===== src/rtl/uart_mem_pkg.sv =====
// uart_mem_pkg: command bytes, frame lengths and FSM states shared by initiator and responder
package uart_mem_pkg;
  localparam logic [7:0] CMD_WRITE = 8'h57;
  localparam logic [7:0] CMD_READ = 8'h52;
  localparam logic [7:0] ACK = 8'h06;
  localparam int WR_FRAME_LEN = 5;
  localparam int RD_FRAME_LEN = 3;
  typedef enum logic [2:0] {IDLE, SEND, TX_HOLD, TX_WAIT, RECV, DONE} state_e;
endpackage


===== src/rtl/uart_mem_initiator_if.sv =====
// uart_mem_initiator_if: request/response bundle between user logic and the initiator
interface uart_mem_initiator_if #(parameter int MEM_SELECT_BITS = 4);
  logic req_valid;
  logic req_ready;
  logic req_write;
  logic [MEM_SELECT_BITS-1:0] req_sel;
  logic [7:0] req_addr;
  logic [15:0] req_wdata;
  logic rsp_valid;
  logic [15:0] rsp_rdata;
  logic rsp_error;
  modport master(output req_valid, req_write, req_sel, req_addr, req_wdata,
                 input req_ready, rsp_valid, rsp_rdata, rsp_error);
  modport slave(input req_valid, req_write, req_sel, req_addr, req_wdata,
                output req_ready, rsp_valid, rsp_rdata, rsp_error);
endinterface


===== src/rtl/uart_timeout_ctr.sv =====
// uart_timeout_ctr: saturating inter-byte timeout counter with clear, enable and terminal count
module uart_timeout_ctr #(parameter int TIMEOUT_CYCLES = 480000) (
  input  logic clk,
  input  logic resetn,
  input  logic clr,
  input  logic en,
  output logic tc
);
  localparam int W = $clog2(TIMEOUT_CYCLES + 1);
  logic [W-1:0] cnt_q, cnt_d;
  always_comb cnt_d = clr ? '0 : (en && cnt_q != W'(TIMEOUT_CYCLES)) ? cnt_q + 1'b1 : cnt_q;
  always_ff @(posedge clk) cnt_q <= !resetn ? '0 : cnt_d;
  assign tc = cnt_q == W'(TIMEOUT_CYCLES - 1);
endmodule


===== src/rtl/uart_mem_initiator.sv =====
// uart_mem_initiator: serialises one read/write request into UART command bytes and collects the response
module uart_mem_initiator
  import uart_mem_pkg::*;
#(
  parameter int MEM_SELECT_BITS = 4,
  parameter int PAYLOAD_BITS = 8,
  parameter int TIMEOUT_CYCLES = 480000
) (
  input  logic clk,
  input  logic resetn,
  uart_mem_initiator_if.slave bus,
  output logic uart_tx_en,
  output logic [PAYLOAD_BITS-1:0] uart_tx_data,
  input  logic uart_tx_busy,
  input  logic uart_rx_valid,
  input  logic [PAYLOAD_BITS-1:0] uart_rx_data
);
  state_e state_q, state_d;
  logic [2:0] idx_q, idx_d, len_q, len_d;
  logic wr_q, wr_d, err_q, err_d, tx_en_q, tx_en_d;
  logic [PAYLOAD_BITS-1:0] frame_q [5];
  logic [PAYLOAD_BITS-1:0] frame_d [5];
  logic [PAYLOAD_BITS-1:0] tx_data_q, tx_data_d;
  logic [15:0] rdata_q, rdata_d;
  logic [MEM_SELECT_BITS-1:0] sel;
  logic last_tx, clr, en, tc;
  assign sel = bus.req_sel;
  assign last_tx = idx_q == len_q - 3'd1;
  assign clr = (state_q == TX_WAIT && !uart_tx_busy && last_tx) || (state_q == RECV && uart_rx_valid);
  assign en = state_q == RECV && !uart_rx_valid;
  uart_timeout_ctr #(.TIMEOUT_CYCLES(TIMEOUT_CYCLES)) u_timeout (
    .clk(clk), .resetn(resetn), .clr(clr), .en(en), .tc(tc)
  );
  always_comb begin
    state_d = state_q;
    idx_d = idx_q;
    len_d = len_q;
    wr_d = wr_q;
    err_d = err_q;
    frame_d = frame_q;
    rdata_d = rdata_q;
    tx_data_d = tx_data_q;
    tx_en_d = 1'b0;
    case (state_q)
      IDLE: if (bus.req_valid) begin
        state_d = SEND;
        idx_d = '0;
        wr_d = bus.req_write;
        len_d = bus.req_write ? 3'(WR_FRAME_LEN) : 3'(RD_FRAME_LEN);
        frame_d[0] = bus.req_write ? CMD_WRITE : CMD_READ;
        frame_d[1] = 8'(sel);
        frame_d[2] = bus.req_addr;
        frame_d[3] = bus.req_wdata[15:8];
        frame_d[4] = bus.req_wdata[7:0];
        rdata_d = '0;
        err_d = 1'b0;
      end
      SEND: if (!uart_tx_busy) begin
        tx_en_d = 1'b1;
        tx_data_d = frame_q[idx_q];
        state_d = TX_HOLD;
      end
      TX_HOLD: state_d = TX_WAIT;
      TX_WAIT: if (!uart_tx_busy) begin
        idx_d = last_tx ? 3'd0 : idx_q + 3'd1;
        state_d = last_tx ? RECV : SEND;
      end
      RECV: if (uart_rx_valid) begin
        if (wr_q) begin
          err_d = uart_rx_data != ACK;
          state_d = DONE;
        end else if (idx_q == 3'd0) begin
          rdata_d[15:8] = uart_rx_data;
          idx_d = 3'd1;
        end else begin
          rdata_d[7:0] = uart_rx_data;
          state_d = DONE;
        end
      end else if (tc) begin
        err_d = 1'b1;
        rdata_d = '0;
        state_d = DONE;
      end
      DONE: state_d = IDLE;
      default: state_d = IDLE;
    endcase
  end
  always_ff @(posedge clk) begin
    if (!resetn) begin
      state_q <= IDLE;
      idx_q <= '0;
      len_q <= '0;
      wr_q <= 1'b0;
      err_q <= 1'b0;
      frame_q <= '{default: '0};
      rdata_q <= '0;
      tx_data_q <= '0;
      tx_en_q <= 1'b0;
    end else begin
      state_q <= state_d;
      idx_q <= idx_d;
      len_q <= len_d;
      wr_q <= wr_d;
      err_q <= err_d;
      frame_q <= frame_d;
      rdata_q <= rdata_d;
      tx_data_q <= tx_data_d;
      tx_en_q <= tx_en_d;
    end
  end
  assign bus.req_ready = state_q == IDLE;
  assign bus.rsp_valid = state_q == DONE;
  assign bus.rsp_rdata = rdata_q;
  assign bus.rsp_error = err_q;
  assign uart_tx_en = tx_en_q;
  assign uart_tx_data = tx_data_q;
endmodule


===== src/flat_wrapper.sv =====
// flat-port wrapper written by rule: the top's interface ports become plain ports
module uart_mem_initiator_flat import uart_mem_pkg::*;
#(
  parameter int MEM_SELECT_BITS = 4,
  parameter int PAYLOAD_BITS = 8,
  parameter int TIMEOUT_CYCLES = 480000
)
  (clk, resetn, uart_tx_en, uart_tx_data, uart_tx_busy, uart_rx_valid, uart_rx_data, bus_req_valid, bus_req_write, bus_req_sel, bus_req_addr, bus_req_wdata, bus_req_ready, bus_rsp_valid, bus_rsp_rdata, bus_rsp_error);
  uart_mem_initiator_if #(.MEM_SELECT_BITS(MEM_SELECT_BITS)) bus_i ();
  input  logic clk;
  input  logic resetn;
  output logic uart_tx_en;
  output logic [PAYLOAD_BITS-1:0] uart_tx_data;
  input  logic uart_tx_busy;
  input  logic uart_rx_valid;
  input  logic [PAYLOAD_BITS-1:0] uart_rx_data;
  input wire logic [$bits(bus_i.req_valid)-1:0] bus_req_valid;
  input wire logic [$bits(bus_i.req_write)-1:0] bus_req_write;
  input wire logic [$bits(bus_i.req_sel)-1:0] bus_req_sel;
  input wire logic [$bits(bus_i.req_addr)-1:0] bus_req_addr;
  input wire logic [$bits(bus_i.req_wdata)-1:0] bus_req_wdata;
  output wire logic [$bits(bus_i.req_ready)-1:0] bus_req_ready;
  output wire logic [$bits(bus_i.rsp_valid)-1:0] bus_rsp_valid;
  output wire logic [$bits(bus_i.rsp_rdata)-1:0] bus_rsp_rdata;
  output wire logic [$bits(bus_i.rsp_error)-1:0] bus_rsp_error;
  assign bus_i.req_valid = bus_req_valid;
  assign bus_i.req_write = bus_req_write;
  assign bus_i.req_sel = bus_req_sel;
  assign bus_i.req_addr = bus_req_addr;
  assign bus_i.req_wdata = bus_req_wdata;
  assign bus_req_ready = bus_i.req_ready;
  assign bus_rsp_valid = bus_i.rsp_valid;
  assign bus_rsp_rdata = bus_i.rsp_rdata;
  assign bus_rsp_error = bus_i.rsp_error;
  uart_mem_initiator #(.MEM_SELECT_BITS(MEM_SELECT_BITS), .PAYLOAD_BITS(PAYLOAD_BITS), .TIMEOUT_CYCLES(TIMEOUT_CYCLES)) u_core (.clk(clk), .resetn(resetn), .bus(bus_i), .uart_tx_en(uart_tx_en), .uart_tx_data(uart_tx_data), .uart_tx_busy(uart_tx_busy), .uart_rx_valid(uart_rx_valid), .uart_rx_data(uart_rx_data));
endmodule

===== config.mk =====
export PLATFORM = sky130hd
export DESIGN_NAME = uart_mem_initiator_flat
export DESIGN_NICKNAME = d
export VERILOG_FILES = /design/src/rtl/uart_mem_pkg.sv /design/src/rtl/uart_mem_initiator_if.sv /design/src/rtl/uart_timeout_ctr.sv /design/src/rtl/uart_mem_initiator.sv /design/src/flat_wrapper.sv
export SDC_FILE = /design/constraint.sdc
export NUM_CORES = 1
export LEC_CHECK = 0
export CORE_MARGIN = 3
export CORE_UTILIZATION = 52
export DETAILED_ROUTE_END_ITERATION = 12
export MAX_ROUTING_LAYER = met4
export PLACE_DENSITY = 0.8
export SYNTH_ARGS = -nofsm -noshare
export SYNTH_HDL_FRONTEND = slang
export SYNTH_SLANG_ARGS = --single-unit

===== constraint.sdc =====
create_clock -name clk -period 2.5 [get_ports clk]
set_input_delay 0.25 -clock clk [delete_from_list [all_inputs] [get_ports clk]]
set_output_delay 0.25 -clock clk [all_outputs]
set_load 0.02 [all_outputs]

* Yosys cells after proc, flatten, opt, wreduce, memory -nomap -nowiden
Cells that the tools add are included.
** Word-level totals
- Bits in registers :: 91
- Bits of input ports :: 42
- Output and inout bits :: 28
- Word-level logic and storage cells :: 98
** Operators by class
- Add/subtract/negate cells :: 3
- Order comparisons :: 1
- Equal/unequal tests :: 21
- Mux-type cells :: 34
- Bitwise gates (word level) :: 3
- Reductions and logical operators :: 21
** Operator list (number)
- $mux W16 :: 4
- $mux W3 :: 16
- $mux W8 :: 4
- $pmux W16 S2 :: 1
- $bmux W8 S3 :: 1
- $add A19 B1 Y19 const B :: 1
- $eq A19 B19 Y1 const B :: 1
- $ne A19 B19 Y1 const B :: 1
- $pmux W3 S5 :: 1
- $reduce_and A5 Y1 :: 3
- $ne A2 B2 Y1 const B :: 6
- $ne A3 B3 Y1 const B :: 3
- $pmux W3 S3 :: 1
- $ne A8 B3 Y1 const B :: 1
- $eq A3 B2 Y1 const B :: 2
- $eq A3 B3 Y1 const B :: 2
- $logic_not A3 Y1 :: 2
- $ne A3 B2 Y1 const B :: 2
- $reduce_and A2 Y1 :: 3
- $reduce_and A6 Y1 :: 1
- $logic_and A1 B1 Y1 :: 5
- $mux W1 :: 5
- $ge A4 B4 Y1 const B :: 1
- $ne A4 B3 Y1 const B :: 1
- other kinds (13) :: 15

* Logic depth before layout (Yosys ltp)
Gate-level depths: netlist (run 1).
- Depth in word-level cells :: 5
- Depth in mapped cells :: 8
- Depth with buffers taken out :: 7

* Modules after synthesis
A second synthesis (run 1) with hierarchy kept.
** Unflattened totals
- Cells, all modules :: 452
- Area, all modules :: 3940.0 um^2
** By module, submodules not included
- uart_mem_initiator :: instances 1, cells each 339, area an instance 2927.8 um^2, seq. area each 1261.2 um^2
- uart_timeout_ctr :: instances 1, cells each 113, area an instance 1012.2 um^2, seq. area each 380.4 um^2

* Worst setup path before layout (run 1)
No wires, ideal clock.
- Kind :: register to register
- Start :: register u_core.idx_q[0]
- End :: register u_core.rdata_q[10], in the netlist u_core.bus.rsp_rdata[10]
- Library setup time :: 0.060 ns
- Arrival time :: 2.031 ns
- Data required time :: 2.440 ns
- Setup slack :: 0.410 ns
- Stages on the path, launching flop included :: 8
- Buffers on the path :: 1
- Period minus slack after synthesis :: 2.090 ns
- Cells stage by stage :: dfxtp_1 > clkbuf_1 > inv_1 > ha_1 > nor3b_1 > nand2_1 > nor3_1 > a22o_1
** On the way
- Word-level cells in the longest chain between the ends :: 3
** RTL lines
- from (decl) :: line uart_mem_initiator.sv:19 : logic [2:0] idx_q, idx_d, len_q, len_d;
- from (signal assigned) :: line uart_mem_initiator.sv:101 : idx_q <= idx_d;
- $logic_not A3 Y1 :: line uart_mem_initiator.sv:72 : end else if (idx_q == 3'd0) begin
- $ne A3 B3 Y1 (no source line)
- $reduce_and A5 Y1 (no source line)
- to (signal assigned) :: line uart_mem_initiator.sv:106 : rdata_q <= rdata_d;
- to (decl) :: line uart_mem_initiator.sv:24 : logic [15:0] rdata_q, rdata_d;
No other way between the ends.
A chain may end at the register's enable or synchronous reset.

* Worst setup path after layout (run 1)
- Start :: register u_core.state_q[2]
- End :: output bus_req_ready
** On the way
- Word-level cells in the longest chain between the ends :: 1
** RTL lines
- from (decl) :: line uart_mem_initiator.sv:18 : state_e state_q, state_d;
- from (signal assigned) :: line uart_mem_initiator.sv:100 : state_q <= state_d;
- $logic_not A3 Y1 :: line uart_mem_initiator.sv:111 : assign bus.req_ready = state_q == IDLE;
- to (decl) :: line flat_wrapper.sv:22 : output wire logic [$bits(bus_i.req_ready)-1:0] bus_req_ready;
No other way between the ends.

==> metrics.txt, run 1 <==
outcome completed; Port Buffer Count 69; CTS HTree Levels 3; Net Sw Power 0.000664 W; Clock Skews 0.00508 ns; vias 3198; clock input transition at the sequential cells of the worst setup and hold paths 0.08 ns; post-synth top area share 45.2%; Gate power share 12.9%; synth unique cells 49; Root Buffer clkbuf_8; ratio of cells with drive above 1 in the final layout 8.43%; GR Util All Layers 22.3%; initial DRC count 164; pin count of the biggest net entering global routing 32; CP max FO 13; internal power 0.00204 W; num rows 29; unrepaired setup endpoints after global routing no; max_slew headroom 44.0%; Hold Crit Class in -> reg; Post-synth EDFFs 0; r2r startpoint u_core.idx_q[1]; Worst-Skew Late Latency 0.35 ns; Max VDD drop 0.438 mV; die width 89.5 µm; Num CTS Buffers 9; number of vias per cell 5.41; antenna violations before repair 0; Yosys reg bits 82; Max-cap violations 0; WL/cell 14.0 µm; Synth Area per Inst 8.62 µm²; DP HPWL 5950 µm; Hold Crit Start bus_req_wdata[4]; PostCTS Resize Cnt 0; # clock sinks 82; Setup-failing EPs final 0; Initial Util 55.2%; routability cong. 0.834; area leader, netlist dfxtp_1; CP Class reg -> out; Worst R2R Path Depth 7; Synth Cell Area 3630 µm²; Arr. time, crit path 1.86 ns; setup TNS 0 ns; Seq pwr share 51.4%; sequential fraction of the synthesis area 45.2%; Leakage 1.69 nW; Clock Path Buffers 2; ys async rst share 0%; Peak Freq 474 MHz; most frequent cells after synthesis nand2_1, dfxtp_1, a21oi_1, nor2_1; DIE AREA 8020 µm²; vias in the first global route 3048; Routed WL 8260 µm; Worst Hold Endpoint u_core.frame_q[4]; post-placement cell area 4460 µm²; first-pass GRT wire length 13400 µm; hold path depth 3; GRT overflow 0; Req. time, crit path 2.25 ns; worst slew pin tran 0.833 ns; ANT nets after route 0; switch share 24.6%; Design Area, Final 4660 µm²; Post-CTS Hold Buffers 0; most common cell in the netlist nand2_1; reg2reg end u_core.idx_q[2]; CTS tree built; nature of the critical path startpoint register; final net count 541; Max Transition Viols Final 0; Tmin final 2.11 ns; Setup Fix Bufs, Post-CTS 0; Primary FF master, synth dfxtp_1; Synthesized Nets 469; I/O pin cnt 70; Worst R2R Setup Slack 0.40 ns; die height 89.5 µm; drt first pass iters 5; residual DRC count 0; CP Capture Type output pin; core area 6570 µm²; PD cells 580 nW/µm²; Yosys warning count 0; clock network fraction of design power 35.8%; final hold slack 0.441 ns; post-route clock period utilization 84.3%; Fin. Hold Viols 0; Synth-to-Final Area Change 28.6%; Post-Synthesis Cells 421; Synth area leaders dfxtp_1, nand2_1, a21oi_1, mux2i_1, nor2_1; # diodes 0
==> worst max path at each step <==
stage	from	depth (start not counted)	end	slack, ns
after floorplan	u_core.idx_q[0]	7	u_core.bus.rsp_rdata[10]	0.41
after global placement	uart_rx_valid	6	u_core.u_timeout.cnt_q[18]	0.26
final	u_core.state_q[2]	3	bus_req_ready	0.39
after CTS	u_core.u_timeout.cnt_q[14]	6	u_core.bus.rsp_rdata[3]	0.39
after detailed placement	uart_rx_valid	6	u_core.u_timeout.cnt_q[14]	0.23
after global routing	u_core.idx_q[1]	7	u_core.idx_q[2]	0.16
==> stage by stage <==
| stage | utilization, % | std cells | power [W] | setup WS [ns] |
|---|---|---|---|---|
| 2_1_floorplan | - | 421 | 0.00161 | 0.410 |
| 3_3_place_gp | 67.9 | 575 | 0.00176 | 0.257 |
| 3_5_place_dp | 67.9 | 575 | 0.00177 | 0.227 |
| 4_1_cts | 71.0 | 591 | 0.00273 | 0.390 |
| 5_1_grt | 71.0 | 591 | 0.00282 | 0.158 |
| 6_report | 71.0 | 591 | 0.00270 | 0.391 |
==> power by group through the flow <==
stage / Clock [W] / Combinational (W) / Sequential (W)
2_1_floorplan: 0 / 0.000190 / 0.00142
5_1_grt: 0.00104 / 0.000382 / 0.00140
3_5_place_dp: 0 / 0.000348 / 0.00142
6_report: 0.000967 / 0.000348 / 0.00139
3_3_place_gp: 0 / 0.000340 / 0.00142
4_1_cts: 0.000991 / 0.000350 / 0.00139
==> registers in the layout, summed over array words and instances, names as in the netlist <==
signal                  flops
u_core.bus.rsp_rdata       16
u_core.bus.rsp_error        1
u_core.idx_q                3
u_core.len_q                2
u_core.uart_tx_en           1
u_core.state_q              3
u_core.frame_q             29
u_core.uart_tx_data         8
u_core.u_timeout.cnt_q     19
==> worst max-delay path, cell delays in order, from the launching register on <==
cell,delay [ns]
dfxtp_1,0.32
buf_4,0.18
nor3_1,0.34
clkdlybuf4s50_1,0.67
==> metal layers <==
| metal | track usage (%) | routed length, µm |
|---|---|---|
| met5 | - | 0 |
| met3 | 6.54 | 451 |
| met2 | 35.8 | 3970 |
| met4 | 10.0 | 214 |
| met1 | 25.6 | 3620 |
==> final cells by class <==
type                            instances  area [µm²]
Tap cell                               93         116
Timing Repair Buffer                   83         796
Multi-Input combinational cell        307        1870
Sequential cell                        82        1640
Clock inverter                          4        50.0
Fill cell                             532        1900
Inverter                               10        37.5
Clock buffer                           12         155
==> kinds of logic (layout without fill, tap and decap cells) <==
kind of cell               Yosys count  after routing  synth area share (%)
and+or+nand+nor                    176            176                  23.4
AOI/OAI and AO/OA                   85             85                  14.0
DFF                                 82             82                  45.2
buffers and inverters               32            109                  3.45
xor gates and xnor gates            21             21                  5.48
muxes                               19             19                  6.28
adders and majority gates            6              6                  2.07
==> placed cells by master, fill, tap and decap left out, types with 3 or more instances in the layout <==
cell | synthesis | layout
nand2_1 | 87 | 87
clkbuf_8 | 0 | 11
a22oi_1 | 4 | 4
nand4_1 | 9 | 9
xnor2_1 | 9 | 9
a211oi_1 | 3 | 3
nand3_1 | 8 | 8
o21ai_1 | 3 | 3
mux4_2 | 3 | 3
mux2i_1 | 16 | 16
o21ai_0 | 10 | 10
dfxtp_1 | 82 | 82
nor4bb_1 | 3 | 3
ha_1 | 6 | 6
nor2_1 | 35 | 35
a22o_1 | 8 | 8
inv_1 | 9 | 9
a21oi_1 | 48 | 48
clkdlybuf4s50_1 | 0 | 69
nor3_1 | 11 | 11
buf_4 | 0 | 14
xor2_1 | 11 | 11
Note: power is estimated with default switching activity, not from simulation.
==> run 2: changes to the inputs <==
Clock period 2.5 ns to 2.2 ns, I/O delays scaled along.
==> run 2 against run 1 <==
  * Critical path depth increased by 1
  * Cell count increased by 3.2%
  * First-iteration DRC count increased by 6.1%
  * Via count increased by 3.4%
  * Sequential cell count unchanged
  * Utilization increased by 2.6 points
  * Total power increased by 17%
  * Combinational power increased by 18%
  * Clock power increased by 22%
  * Worst setup slack got worse by 0.20 ns
  * Largest power group unchanged
  * Highest routed layer unchanged
==> metrics.txt, run 2 (synthesized netlist as in run 1, its figures left out) <==
residual DRC count 0; Synth-to-Final Area Change 33.2%; ratio of cells with drive above 1 in the final layout 12.4%; outcome completed; Clock Skews 0.00865 ns; max_slew headroom 64.4%; Worst R2R Path Depth 5; antenna violations before repair 0; Largest register FFs 29; PnR worst setup slack 0.189 ns; Peak Freq 497 MHz; Max VDD drop 0.483 mV; Max-cap violations 0; Clock Path Buffers 2; CTS HTree Levels 3; Leakage 1.80 nW; Placed Cells 594; Design Area, Final 4830 µm²; multi-input logic area 1880 µm²; unrepaired setup endpoints after global routing no; I/O pin cnt 70; Setup-failing EPs final 0; ANT nets after route 0; CP Class reg -> out; non-filler cells, final 610; DP HPWL 6260 µm; routability cong. 0.805; Tmin final 2.01 ns; drt first pass iters 4; Routed WL 8680 µm; post-route clock period utilization 91.4%; Sequential Area 1640 µm²; pin count of the biggest net entering global routing 32; CP Capture Type output pin; num rows 29; setup TNS 0 ns; Port Buffer Count 69; # clock sinks 82; vias in the first global route 3188; Root Buffer clkbuf_8; PD cells 654 nW/µm²; die width 89.5 µm; Max Transition Viols Final 0; most used cells in the layout excluding fill and tap cells nand2_1, dfxtp_1, clkdlybuf4s50_1, a21oi_1, nor2_1; Num CTS Buffers 9; # diodes 0; Placement Setup Slack -0.0228 ns; initial DRC count 174; Arr. time, crit path 1.79 ns; first-pass GRT wire length 14200 µm; nature of the critical path startpoint register; CP max FO 10; GRT overflow 0; Worst R2R Setup Slack 0.23 ns; Initial Util 55.2%; DIE AREA 8020 µm²; vias 3307; most common cell after layout, fill and taps aside nand2_1; WL/cell 14.2 µm; hold path depth 3; Worst-Skew Late Latency 0.35 ns; Req. time, crit path 1.98 ns; GR Util All Layers 23.8%; Setup Fix Bufs, Post-CTS 0; Hold Crit Class in -> reg; die height 89.5 µm; final net count 560; Layout fillers 516; core area 6570 µm²; worst slew pin tran 0.531 ns; clock input transition at the sequential cells of the worst setup and hold paths 0.08 ns; final hold slack 0.400 ns; CTS tree built; Fin. Hold Viols 0; post-placement cell area 4600 µm²; number of vias per cell 5.42; Most flops, register u_core.frame_q
==> run 2: final cells by class <==
cell class                 count  share of cell area, %
multi-input combinational    307                   38.8
sequential                    82                   34.0
timing repair buffer         102                   19.4
clock buffer                  13                   3.70
tap                           93                   2.41
clock inverter                 3                  0.932
inverter                      10                  0.777
==> run 2: per-layer routing <==
metal / vias to the layer above / wire length, µm / track usage (%) / part of all wire (%)
met5: - / 0 / - / 0
met4: 0 / 223 / 9.88 / 2.6
met3: 22 / 501 / 6.64 / 5.8
met2: 116 / 4190 / 38.2 / 48
met1: 1531 / 3760 / 28.0 / 43
li1: 1638 / - / - / -
==> run 2: worst paths after layout <==
kind,start,endpoint
hold reg to reg,u_core.frame_q[23],u_core.frame_q[23]
setup reg to reg,u_core.u_timeout.cnt_q[13],u_core.bus.rsp_rdata[3]
setup / recovery,u_core.state_q[2],bus_rsp_valid
hold / removal,bus_req_wdata[6],u_core.frame_q[6]
==> run 2: timing repair <==
item	4_1_cts	5_1_grt
resized for setup	1	1
hold buffers	0	0
pin swaps	0	0
endpoints found under the setup margin	8	1
gates cloned	0	0
==> run 2: critical path: stages, from the launching register on <==
cell             delay (ns)
dfxtp_1                0.40
buf_4                  0.20
nand2_1                0.08
nor2_1                 0.14
clkdlybuf4s50_1        0.63
==> run 2: where the power goes <==
| part | leakage [nW] | switching (W) | internal (W) | total (W) |
|---|---|---|---|---|
| sequential | 0.667 | 0.0000354 | 0.00154 | 0.00158 |
| clock | 0.108 | 0.000528 | 0.000648 | 0.00118 |
| combinational | 1.02 | 0.000213 | 0.000196 | 0.000409 |
==> run 2: stage by stage <==
| step | utilization (%) | power [W] |
|---|---|---|
| floorplan | - | 0.00183 |
| global placement | 70.1 | 0.00200 |
| detailed placement | 70.1 | 0.00201 |
| CTS | 73.5 | 0.00319 |
| global route | 73.6 | 0.00330 |
| finish | 73.6 | 0.00316 |
